### config.mk
export PLATFORM = sky130hd
export DESIGN_NAME = sound_glu
export DESIGN_NICKNAME = d
export VERILOG_FILES = /design/src/rtl/sound_glu.sv
export SDC_FILE = /design/constraint.sdc
export NUM_CORES = 1
export LEC_CHECK = 0
export ABC_AREA = 1
export ABC_CLOCK_PERIOD_IN_PS = 1770
export BUFFER_PORTS_ARGS = -buffer_cell sky130_fd_sc_hd__buf_2
export CAP_MARGIN = 25
export CORE_ASPECT_RATIO = 0.7
export CORE_MARGIN = 3
export CORE_UTILIZATION = 41
export CTS_BUF_LIST = sky130_fd_sc_hd__clkbuf_8
export DETAILED_ROUTE_END_ITERATION = 12
export PLACE_DENSITY_LB_ADDON = 0.08
export SLEW_MARGIN = 40
export SYNTH_ARGS = -nofsm -noshare
export SYNTH_HDL_FRONTEND = slang
export SYNTH_SLANG_ARGS = --single-unit
### constraint.sdc
create_clock -name clk -period 1.77 [get_ports clk]
set_clock_uncertainty 0.1 [all_clocks]
set_input_delay 0.177 -clock clk [delete_from_list [all_inputs] [get_ports clk]]
set_output_delay 0.177 -clock clk [all_outputs]
set_load 0.01 [all_outputs]
### src/rtl/sound_glu.sv
// -----------------------------------------------------------------------------
// sound_glu
//
// CPU-side Sound GLU for the ES5503 DOC.
//
// The 64 KB sound RAM is time-shared between the DOC sample fetch and CPU
// accesses by a fixed slot scheduler. Every oscillator slot is SLOT_LEN clocks
// long:
//   cycle 0                : sample fetch, ram_addr = DOC addr_out
//   cycle 1                : fetched byte captured into doc_sample_data
//   cycle 2                : doc_osc_en pulse (DOC advances to next oscillator)
//   cycles 3..SLOT_LEN-1   : CPU window. An op may start in 3..SLOT_LEN-2, so
//                            its second cycle always fits in the same slot.
//
// The CPU sees four byte registers:
//   0 control  : [7] busy (RO), [6] 1=RAM / 0=DOC, [5] auto-increment,
//                [4] reads 0, [3:0] volume (stored only)
//   1 data     : access queues one RAM / DOC-register op (dummy-read model)
//   2 addr lo  : address bits [7:0]
//   3 addr hi  : address bits [15:8]
//
// A data op runs in two cycles: cycle A presents the address (and write data),
// cycle B captures read data and optionally auto-increments the address.
//
// Parameters:
//   SLOT_LEN  clk cycles per oscillator slot, legal range 6..32
//   PARK_REG  DOC register address driven when no op is in cycle A
//             (must never be the OIR, $E0, since reading it pops the IRQ stack)
//
// Ports:
//   clk, reset_n      clock, asynchronous active-low reset
//   cpu_strobe        one-cycle CPU access to a GLU register
//   cpu_we            1=write, 0=read (qualified by cpu_strobe)
//   cpu_addr[1:0]     GLU register select
//   cpu_din[7:0]      CPU write data
//   cpu_dout[7:0]     combinational read of the register selected by cpu_addr
//   doc_addr_in[16:0] DOC addr_out; [15:0] is the sample fetch address
//   doc_data_in[7:0]  DOC register read data, valid the cycle after the address
//   doc_osc_en        one-cycle DOC advance pulse per slot
//   doc_wr            DOC register write strobe
//   doc_reg_addr[7:0] DOC register address
//   doc_reg_dout[7:0] DOC register write data
//   doc_sample_data   sample byte to the DOC
//   ram_addr[15:0]    sound RAM address (synchronous RAM, 1-cycle read latency)
//   ram_we            sound RAM write enable
//   ram_din[7:0]      sound RAM write data
//   ram_dout[7:0]     sound RAM read data
// -----------------------------------------------------------------------------
module sound_glu #(
    parameter int          SLOT_LEN = 8,
    parameter logic [7:0]  PARK_REG = 8'h40
) (
    input  logic        clk,
    input  logic        reset_n,

    input  logic        cpu_strobe,
    input  logic        cpu_we,
    input  logic [1:0]  cpu_addr,
    input  logic [7:0]  cpu_din,
    output logic [7:0]  cpu_dout,

    input  logic [16:0] doc_addr_in,
    input  logic [7:0]  doc_data_in,
    output logic        doc_osc_en,
    output logic        doc_wr,
    output logic [7:0]  doc_reg_addr,
    output logic [7:0]  doc_reg_dout,
    output logic [7:0]  doc_sample_data,

    output logic [15:0] ram_addr,
    output logic        ram_we,
    output logic [7:0]  ram_din,
    input  logic [7:0]  ram_dout
);

    // -------------------------------------------------------------------------
    // Constants
    // -------------------------------------------------------------------------
    // Five bits cover the largest legal slot length (32 -> 0..31).
    localparam int SLOT_W = 5;

    localparam logic [SLOT_W-1:0] SLOT_FETCH  = SLOT_W'(0);
    localparam logic [SLOT_W-1:0] SLOT_SAMPLE = SLOT_W'(1);
    localparam logic [SLOT_W-1:0] SLOT_OSC    = SLOT_W'(2);
    localparam logic [SLOT_W-1:0] SLOT_FIRST  = SLOT_W'(3);
    localparam logic [SLOT_W-1:0] SLOT_LSTART = SLOT_W'(SLOT_LEN - 2);
    localparam logic [SLOT_W-1:0] SLOT_LAST   = SLOT_W'(SLOT_LEN - 1);

    localparam logic [1:0] REG_CTRL    = 2'd0;
    localparam logic [1:0] REG_DATA    = 2'd1;
    localparam logic [1:0] REG_ADDR_LO = 2'd2;
    localparam logic [1:0] REG_ADDR_HI = 2'd3;

    // Op sequencer:
    //   ST_IDLE   : no op outstanding
    //   ST_PEND   : op requested; the cycle in which the slot counter is inside
    //               the start window is cycle A
    //   ST_EXEC_B : cycle B (read capture, auto-increment, release busy)
    typedef enum logic [1:0] {
        ST_IDLE   = 2'd0,
        ST_PEND   = 2'd1,
        ST_EXEC_B = 2'd2
    } op_state_t;

    // -------------------------------------------------------------------------
    // Registers
    // -------------------------------------------------------------------------
    logic [SLOT_W-1:0] r_slot;
    op_state_t         r_state;

    logic              r_ctrl_ram;     // control[6]
    logic              r_ctrl_ainc;    // control[5]
    logic [3:0]        r_ctrl_vol;     // control[3:0]

    logic [15:0]       r_addr;
    logic [7:0]        r_data_latch;
    logic [7:0]        r_sample;

    // Request-time snapshot; later CPU register writes never disturb an op
    // that is already queued.
    logic [15:0]       r_snap_addr;
    logic              r_snap_we;
    logic              r_snap_ram;
    logic [7:0]        r_snap_din;

    // -------------------------------------------------------------------------
    // Combinational decode
    // -------------------------------------------------------------------------
    op_state_t         w_state_nxt;
    logic              w_busy;
    logic              w_in_window;
    logic              w_cycle_a;
    logic              w_fetch;
    logic              w_data_req;
    logic              w_ctrl_wr;
    logic              w_addr_lo_wr;
    logic              w_addr_hi_wr;
    logic              w_unused;

    // busy and pending are the same condition: an op is outstanding from the
    // request edge until the end of its cycle B.
    assign w_busy      = (r_state != ST_IDLE);

    assign w_in_window = (r_slot >= SLOT_FIRST) && (r_slot <= SLOT_LSTART);
    assign w_cycle_a   = (r_state == ST_PEND) && w_in_window;

    // The fetch address is gated by reset so that every output except
    // doc_reg_addr reads zero while the block is held in reset.
    assign w_fetch     = (r_slot == SLOT_FETCH) && reset_n;

    // A data access while busy is silently dropped.
    assign w_data_req   = cpu_strobe && (cpu_addr == REG_DATA) && !w_busy;
    assign w_ctrl_wr    = cpu_strobe && cpu_we && (cpu_addr == REG_CTRL);
    assign w_addr_lo_wr = cpu_strobe && cpu_we && (cpu_addr == REG_ADDR_LO);
    assign w_addr_hi_wr = cpu_strobe && cpu_we && (cpu_addr == REG_ADDR_HI);

    // Bit 16 of the DOC address selects the upper bank, which this GLU does
    // not implement.
    assign w_unused = doc_addr_in[16];

    // -------------------------------------------------------------------------
    // Op sequencer: state register
    // -------------------------------------------------------------------------
    // NOTE: every clocked block uses non-blocking assignments so all registers
    // update together on the edge regardless of statement order.
    always_ff @(posedge clk or negedge reset_n) begin
        if (!reset_n) begin
            r_state <= ST_IDLE;
        end else begin
            r_state <= w_state_nxt;
        end
    end

    // -------------------------------------------------------------------------
    // Op sequencer: next state and bus outputs
    // -------------------------------------------------------------------------
    // NOTE: every output of this block gets a default before any branch, so no
    // path leaves a value unassigned and no latch is inferred.
    always_comb begin
        w_state_nxt  = r_state;
        ram_addr     = 16'h0000;
        ram_we       = 1'b0;
        ram_din      = 8'h00;
        doc_wr       = 1'b0;
        doc_reg_addr = PARK_REG;
        doc_reg_dout = 8'h00;

        unique case (r_state)
            ST_IDLE: begin
                if (w_data_req) begin
                    w_state_nxt = ST_PEND;
                end
            end
            ST_PEND: begin
                if (w_in_window) begin
                    w_state_nxt = ST_EXEC_B;
                end
            end
            ST_EXEC_B: begin
                w_state_nxt = ST_IDLE;
            end
            default: begin
                w_state_nxt = ST_IDLE;
            end
        endcase

        // Cycle A can never coincide with slot cycle 0, so the fetch address
        // and the CPU address never compete for ram_addr.
        if (w_fetch) begin
            ram_addr = doc_addr_in[15:0];
        end else if (w_cycle_a && r_snap_ram) begin
            ram_addr = r_snap_addr;
            ram_we   = r_snap_we;
            ram_din  = r_snap_we ? r_snap_din : 8'h00;
        end

        // The DOC register address leaves PARK_REG for exactly one cycle, so a
        // read of the OIR pops the DOC IRQ stack once.
        if (w_cycle_a && !r_snap_ram) begin
            doc_reg_addr = r_snap_addr[7:0];
            doc_wr       = r_snap_we;
            doc_reg_dout = r_snap_we ? r_snap_din : 8'h00;
        end
    end

    // -------------------------------------------------------------------------
    // Slot counter and sample path
    // -------------------------------------------------------------------------
    always_ff @(posedge clk or negedge reset_n) begin
        if (!reset_n) begin
            r_slot   <= SLOT_FETCH;
            r_sample <= 8'h00;
        end else begin
            r_slot <= (r_slot == SLOT_LAST) ? SLOT_FETCH : r_slot + SLOT_W'(1);
            // RAM data for the cycle-0 fetch address is valid during cycle 1.
            if (r_slot == SLOT_SAMPLE) begin
                r_sample <= ram_dout;
            end
        end
    end

    assign doc_osc_en      = (r_slot == SLOT_OSC);
    assign doc_sample_data = r_sample;

    // -------------------------------------------------------------------------
    // CPU register file and request snapshot
    // -------------------------------------------------------------------------
    always_ff @(posedge clk or negedge reset_n) begin
        if (!reset_n) begin
            r_ctrl_ram   <= 1'b0;
            r_ctrl_ainc  <= 1'b0;
            r_ctrl_vol   <= 4'h0;
            r_addr       <= 16'h0000;
            r_data_latch <= 8'h00;
            r_snap_addr  <= 16'h0000;
            r_snap_we    <= 1'b0;
            r_snap_ram   <= 1'b0;
            r_snap_din   <= 8'h00;
        end else begin
            // Busy (bit 7) is status only; bit 4 is not stored.
            if (w_ctrl_wr) begin
                r_ctrl_ram  <= cpu_din[6];
                r_ctrl_ainc <= cpu_din[5];
                r_ctrl_vol  <= cpu_din[3:0];
            end

            if (w_data_req) begin
                r_snap_addr <= r_addr;
                r_snap_we   <= cpu_we;
                r_snap_ram  <= r_ctrl_ram;
                r_snap_din  <= cpu_din;
            end

            // A CPU address write in the same cycle as an auto-increment wins
            // and the increment is discarded.
            if (w_addr_lo_wr || w_addr_hi_wr) begin
                if (w_addr_lo_wr) begin
                    r_addr[7:0] <= cpu_din;
                end
                if (w_addr_hi_wr) begin
                    r_addr[15:8] <= cpu_din;
                end
            end else if ((r_state == ST_EXEC_B) && r_ctrl_ainc) begin
                r_addr <= r_snap_addr + 16'd1;
            end

            // Cycle B: RAM data follows the cycle-A address by one clock, and
            // DOC register data is valid the cycle after doc_reg_addr.
            if ((r_state == ST_EXEC_B) && !r_snap_we) begin
                r_data_latch <= r_snap_ram ? ram_dout : doc_data_in;
            end
        end
    end

    // -------------------------------------------------------------------------
    // CPU read mux
    // -------------------------------------------------------------------------
    // A data-register read returns the byte fetched by the previous op; the
    // byte for the current address arrives when the op it queues completes.
    always_comb begin
        cpu_dout = 8'h00;
        unique case (cpu_addr)
            REG_CTRL:    cpu_dout = {w_busy, r_ctrl_ram, r_ctrl_ainc, 1'b0, r_ctrl_vol};
            REG_DATA:    cpu_dout = r_data_latch;
            REG_ADDR_LO: cpu_dout = r_addr[7:0];
            REG_ADDR_HI: cpu_dout = r_addr[15:8];
            default:     cpu_dout = 8'h00;
        endcase
    end

endmodule

* After elaboration in Yosys (flattened, before gate mapping)
Index checks and enable logic that the tools add are counted.
** Storage, ports and cells
- Output and inout port bits :: 59
- Register bits :: 71
** Operators by class
- Reduce and logical (&&, ||, !) cells :: 25
- Muxes and demuxes :: 20
- Add/sub/neg operators :: 2
- Order comparisons :: 2
- Equal/unequal tests :: 12
** Operators by type and width (number)
- 16-bit two-way mux :: 4
- 8-bit two-way mux :: 8
- 8-bit case mux with 4 select lines :: 1
- 16-bit by 1-bit adder with 16-bit output, second input constant :: 1
- 1-bit logical AND :: 13
- 2-bit != test, second input constant :: 4
- 2-bit equality test, second input constant :: 3
- 2-bit AND reduction :: 3
- 5-bit by 1-bit adder with 5-bit output, second input constant :: 1
- 5-bit by 1-bit equality test with 1-bit output, second input constant :: 1
- 5-bit by 2-bit equality test with 1-bit output, second input constant :: 1
- 5-bit by 3-bit equality test with 1-bit output, second input constant :: 1
- 5-bit by 2-bit greater-or-equal comparator with 1-bit output, second input constant :: 1
- 5-bit by 3-bit less-or-equal comparator with 1-bit output, second input constant :: 1
- 5-bit logical NOT :: 1
- 5-bit two-way mux :: 1
- 2-bit by 1-bit equality test with 1-bit output, second input constant :: 2
- 2-bit logical NOT :: 2
- 2-bit two-way mux :: 2
- 2-bit case mux with 2 select lines :: 1
- 2-bit nonzero test :: 2
- 1-bit logical NOT :: 3
- 1-bit two-way mux :: 3
- 1-bit logical OR :: 1

* Depth between registers and ports, before layout
Gate-level depths: netlist of the first run.
- Word-level depth :: 6
- Mapped depth :: 11
- Depth with buffers taken out :: 10

* Worst setup path before layout of the first run
No wires, ideal clock.
- Path type :: register -> output
- Start :: register r_slot[0]
- End :: output ram_addr[11]
- Cell stages (with the launch flop) :: 12
- Slack :: -29 ps
- Buffers on the path :: 1
- Data arrival time :: 1522 ps
- Path through :: dfrtp_1 -> inv_1 -> ha_1 -> inv_1 -> nand3_1 -> nand2_1 -> nor2_1 -> nand2_2 -> nor2_4 -> buf_4 -> nand3_1 -> o21ai_0
** On the way
- Cells in the longest elaborated chain, start to end :: 6
- Elaborated cells on any way between the ends :: 9
- Classes of those cells :: order compare (2); mux (2); reduce/logical (5)
** RTL lines
- start, declared :: RTL line 108 : logic [SLOT_W-1:0] r_slot;
- start signal, assigned :: RTL line 234 : r_slot <= (r_slot == SLOT_LAST) ? SLOT_FETCH : r_slot + SLOT_W'(1);
- 5-bit by 2-bit greater-or-equal comparator with 1-bit output or 5-bit by 3-bit less-or-equal comparator with 1-bit output (tied branches) :: RTL line 144 : assign w_in_window = (r_slot >= SLOT_FIRST) && (r_slot <= SLOT_LSTART);
- 1-bit logical AND :: RTL line 144
- 1-bit logical AND :: RTL line 145 : assign w_cycle_a = (r_state == ST_PEND) && w_in_window;
- 1-bit logical AND :: RTL line 211 : end else if (w_cycle_a && r_snap_ram) begin
- 16-bit two-way mux :: RTL line 211
- 16-bit two-way mux (*) :: RTL line 209 : if (w_fetch) begin
- end, declared :: RTL line 70 : output logic [15:0] ram_addr,
Mark *: on every way between the ends. The rest lies on a longest branch, timed or not.

* Final worst setup path of the first run
- Start :: register r_slot[0]
- End :: output ram_din[5]
** On the way
- Cells in the longest elaborated chain, start to end :: 6
- Elaborated cells on any way between the ends :: 9
- Classes of those cells :: order compare (2); mux (2); reduce/logical (5)
** RTL lines
- 5-bit by 2-bit greater-or-equal comparator with 1-bit output or 5-bit by 3-bit less-or-equal comparator with 1-bit output (tied branches) :: RTL line 144
- 1-bit logical AND :: RTL line 144
- 1-bit logical AND :: RTL line 145
- 1-bit logical AND :: RTL line 211
- 8-bit two-way mux :: RTL line 211
- 8-bit two-way mux (*) :: RTL line 209
- end, declared :: RTL line 72 : output logic [7:0] ram_din,
Marked as above.

==> results of run 1 <==
-- flip-flops by register name (all words and copies together) (netlist names), 2 cells and up --
signal           count
r_addr              16
r_snap_addr         16
doc_sample_data      8
r_data_latch         8
r_snap_din           8
r_slot               5
r_ctrl_vol           4
r_state              2
-- stage by stage --
stage	cell area [sq um]	setup slack (ns)
after detailed placement	4860	-0.330
after CTS	5390	-0.627
after global routing	5570	-0.739
final	5570	-0.608
after global placement	4860	-0.195
after floorplan	4030	-0.0233
-- critical path, delay by kind of cell, from the launching register on --
kind	cells	cell delay [ns]
fa+ha+maj	1	0.14
buf+inv	5	0.53
flops	1	0.41
simple gates	7	0.69
-- cell usage in the layout (no fill, tap or decap), drive strengths merged --
master and instances:
buf 138, inv 92, a31oi 4, nor2 79, dfrtp 71, clkbuf 10
clkinv 3, o22ai 1, ha 5, mux2 9, clkinvlp 1, o21bai 1
xor2 2, o21ai 65, o2111ai 7, nor3 2, xnor2 1, nand3 34
a21oi 17, dlygate4sd3 18, nand2 108, o31ai 1, or2 8, o211ai 8
nand4 4, o221ai 1
-- final cells by class --
type / count / area, sq um / area share
clock inverter: 5 / 26.3 / 0.00472
sequential: 71 / 1780 / 0.319
tap: 124 / 155 / 0.0279
clock buffer: 10 / 138 / 0.0247
inverter: 91 / 349 / 0.0627
multi-input combinational: 357 / 2080 / 0.373
timing repair buffer: 156 / 1040 / 0.187
-- worst paths after layout --
path,startpoint,endpoint,cells past startpoint
worst max-delay path,r_slot[0],ram_din[5],13
max in group asynchronous,reset_n,r_slot[1],3
min in group asynchronous,reset_n,r_slot[3],3
worst min-delay path,cpu_din[4],r_snap_din[4],3
worst max register to register,r_slot[0],doc_sample_data[5],5
worst min register to register,r_slot[4],r_slot[4],1
-- layer usage --
layer  track usage  wire length (microns)  vias up
met5             0                      0        -
met3        0.0524                    814       12
met4        0.0646                    145        0
met1         0.337                   5970     1948
met2         0.334                   5240      147
li1              -                      -     2005
-- kinds of logic (layout without fill, tap and decap cells) --
family                   count (synthesis)  in the layout  synth area share
AND/OR/NAND/NOR                        234            235             0.252
AO/OA/AOI/OAI                          105            105             0.151
XOR/XNOR                                 3              3           0.00658
flip-flops                              71             71             0.445
buffers and inverters                  107            262             0.105
adder cells (fa/ha/maj)                  5              5            0.0157
multiplexers                             9              9            0.0254
-- power by group --
| part | internal (mW) | switching, mW | leakage (nW) |
|---|---|---|---|
| Combinational | 0.632 | 0.925 | 1.89 |
| Sequential | 2.09 | 0.490 | 0.856 |
| Clock | 0.526 | 0.589 | 0.0891 |
-- what timing repair did --
| item | 4_1_cts | 5_1_grt |
|---|---|---|
| endpoints found under the hold margin | 88 | 0 |
| hold buffers | 18 | 0 |
| endpoints found under the setup margin | 43 | 52 |
| gates resized for setup | 27 | 54 |
| pin swaps | 4 | 14 |
| buffers inserted | 8 | 4 |
| cloned | 1 | 1 |
==> out/results.ini, run 1 <==
[sta]
period_share=1.34
period_needed_ns=2.38
drv_slew=0
clock.fmax_mhz=420
setup_viol=42
report.final.hold_viol_count=0
hold-worst-slack_ns=0.0305
tightest_slew_ns=0.669
layout_setup_ws_ns=-0.608
rsz0062_at_grt=true
slew_headroom=0.554
setup_tns_ns=-21.29

[logic_synthesis]
synth-seq-cells=71
ys_async_sr_fraction=1.00
netlist_top_cells_area=dfrtp_1, nand2_1, inv_1
syn-num-nets=586
yosys_warnings=0
synth.most_common_cell=nand2_1
ys_seq_area_frac=0.445
ys_types=35
synthFlopType=dfrtp_1
avgSynthCellArea_sq_um=7.48
synth_common_cells=nand2_1, inv_1, nor2_1, dfrtp_1, o21ai_0
synth.cell_area_sq_um=4000
synthCells=534
synth_edf_count=0
synth_top_area_share=0.445
synth_top_area_cell=dfrtp_1

[global_routing]
grt_pass1_vias=3762
grt_pass1_wl_microns=18900
antenna_found_initial=0
grt_max_degree=72
grt-ovfl-total=0
grt_use_total=0.227

[run_status]
status=finished with violations
violations=negative setup slack

[routing]
drc_errors=0
via_count=4112
post_drt_wl_per_cell_microns=15.0
drt_pass1_iterations=5
drt-total-wl_microns=12200
via_per_inst=5.05
final_antenna_net_count=0
drt_iter0_drc=370

[placed_design]
io_buffers=104
dp.cells=771
place_congestion=0.887
hpwlAfterDp_microns=8980

[run]
maxCapViolations=0

[hold_path]
hold_class=primary input to register

[worst_setup_path]
slowest_delay_ns=0.41
arrival_ns=2.10
cp_max_fo=5
startpoint_type=register
worstSetupPathType=register to output pin
regToRegSetupSlack_ns=0.10
cp-end-kind=output pin
cpMaxStageDelayCell=dfrtp_1
path_cells=inv_2, ha_4, inv_2, nand3_2, nand2_2, nor2_4, nand2_2, buf_6, nor2_4, buf_6, nand3_4, nor2_2, buf_2
worst_ep_required_time_ns=1.49

[clocking]
path_clk_slew_ns=0.07
cts-root-buf=clkbuf_8
clk_latency_ns=0.35
tritoncts=done
cts.path.max_buffers=2
htree_levels=3
clkSinkCount=71
numCtsBuffers=9

[floorplan]
die_height_microns=88.6
core-area_sq_um=9290
dieWidth_microns=124
die_area_sq_um=11000
num_rows=29
io_pins=106
start_util=0.430

[layout]
syn2layout_area_growth_pct=39.3
post-route-util=0.599
finalNonFillerCells=814
nNetsFinal=738
drive_above_1_share=0.352
n_antenna_cell=0
fillers=882

[pwr]
pwr_density_cell_nw_per_um2=943
peakVddDrop_v=0.000602
total_power_mw=5.25
p_leak_nw=2.84

Note: power is estimated with default switching activity, not from simulation.
==> run 2, diff against run 1 <==
--- a/config.mk
+++ b/config.mk
@@ -15,7 +15,8 @@
 export CTS_BUF_LIST = sky130_fd_sc_hd__clkbuf_8
 export DETAILED_ROUTE_END_ITERATION = 12
 export PLACE_DENSITY_LB_ADDON = 0.08
-export SLEW_MARGIN = 40
+export RECOVER_POWER = 100
+export SLEW_MARGIN = 25
 export SYNTH_ARGS = -nofsm -noshare
 export SYNTH_HDL_FRONTEND = slang
 export SYNTH_SLANG_ARGS = --single-unit
==> run 2 against run 1 <==
The run still ends with negative setup slack left. Count of clock-buffer cells in the layout did not move. Critical path type unchanged. Hold slack lost 0.0016 ns. Largest cell class unchanged. Flip-flop and latch count is the same.
==> out/results.ini, run 2 (synthesis results as in run 1) <==
[sta]
layout_setup_ws_ns=-0.644
setup_tns_ns=-23.44
period_needed_ns=2.41
report.final.hold_viol_count=0
period_share=1.36
setup_viol=42
slew_headroom=0.396
tightest_slew_ns=0.906
drv_slew=0
rsz0062_at_grt=true
clock.fmax_mhz=414

[clocking]
clkSinkCount=71
cts-root-buf=clkbuf_8
tritoncts=done
numCtsBuffers=9
clk_latency_ns=0.36
cts.path.max_buffers=2
htree_levels=3
path_clk_slew_ns=0.07

[routing]
via_count=4129
drt_pass1_iterations=5
post_drt_wl_per_cell_microns=15.0
final_antenna_net_count=0
drc_errors=0
via_per_inst=5.06
drt-total-wl_microns=12300
drt_iter0_drc=348

[layout]
final_common_cell=nand2_1
reg_top3=r_addr (16), r_snap_addr (16)
n_antenna_cell=0
syn2layout_area_growth_pct=39.4
nNetsFinal=740
design_area_sq_um=5570
drive_above_1_share=0.338
most-common-layout-cells=nand2_1, buf_2, inv_1, dfrtp_1, nor2_1
fillers=881
post-route-util=0.600

[worst_setup_path]
arrival_ns=2.14
startpoint_type=register
cp-end-kind=output pin
worstSetupPathType=register to output pin
worst_ep_required_time_ns=1.49
cpMaxStageDelayCell=dfrtp_1
cp_max_fo=5
slowest_delay_ns=0.40
path_cells=buf_6, ha_4, nor2_4, nand2_2, inv_2, nor2_4, nand2_2, buf_6, nor2_4, buf_6, nand3_4, nor2_1, buf_2

[run_status]
violations=negative setup slack
status=finished with violations

[placed_design]
hpwlAfterDp_microns=8970
place_ws_ns=-0.334
placed_area_sq_um=4860
place_congestion=0.887
io_buffers=104

[global_routing]
antenna_found_initial=0
grt_use_total=0.234
grt_max_degree=72
grt-ovfl-total=0
grt_pass1_vias=3852
grt_pass1_wl_microns=19300

[hold_path]
hold_class=primary input to register

[floorplan]
die_area_sq_um=11000
dieWidth_microns=124
num_rows=29
die_height_microns=88.6
core-area_sq_um=9290
io_pins=106
start_util=0.430

[run]
maxCapViolations=0

[pwr]
p_leak_nw=2.83
peakVddDrop_v=0.000673
pwr_density_cell_nw_per_um2=941
total_power_mw=5.24

[run 2: area by class of cell]
type                            instances  area [sq um]  area share
Timing Repair Buffer                  158          1050       0.189
Multi-Input combinational cell        357          2070       0.372
Sequential cell                        71          1780       0.319
Tap cell                              124           155      0.0278
Clock buffer                           10           138      0.0247
Clock inverter                          5          26.3     0.00472
Inverter                               91           347      0.0622
[run 2: power by group]
group | leakage (nW) | total (mW) | switching, mW | internal, mW
Combinational | 1.89 | 1.54 | 0.912 | 0.630
Sequential | 0.854 | 2.58 | 0.486 | 2.09
Clock | 0.0891 | 1.12 | 0.596 | 0.526
[run 2: layer usage]
layer	vias up	track usage	part of all wire
li1	2013	-	-
met1	1994	0.345	0.47
met2	105	0.348	0.44
met3	17	0.0511	0.072
met4	0	0.0656	0.015
met5	-	0	0
[run 2: worst paths after layout]
path / startpoint / endpoint / slack, ns / cells past startpoint
hold reg to reg: r_slot[4] / r_slot[4] / 0.38 / 1
setup reg to reg: r_slot[0] / doc_sample_data[5] / 0.10 / 5
setup / recovery: r_slot[0] / ram_din[7] / -0.64 / 13
max in group asynchronous: reset_n / r_snap_addr[0] / 0.42 / 3
min in group asynchronous: reset_n / r_slot[3] / 0.51 / 3
hold / removal: cpu_din[6] / r_addr[6] / 0.03 / 3
[run 2: critical path, delay by kind of cell, from the launching register on]
family	cells	cell delay (ns)
adder cells (fa/ha/maj)	1	0.14
flip-flops	1	0.40
buffers and inverters	5	0.57
AND/OR/NAND/NOR	7	0.66
[run 2: timing repair]
| item | in CTS | in global routing |
|---|---|---|
| pin swaps | 7 | 12 |
| gates cloned | 2 | 0 |
| resized for setup | 40 | 37 |
| hold buffers | 19 | 0 |
| endpoints found under the hold margin | 35 | 0 |
| setup buffers | 10 | 3 |
| setup endpoints to repair | 43 | 60 |
[run 2: stage by stage]
stage          hold WS, ns  instances
3_3_place_gp         0.322        771
5_1_grt             0.0366        816
3_5_place_dp         0.324        771
6_report            0.0289        816
2_1_floorplan       -0.219        534
4_1_cts             0.0107        815
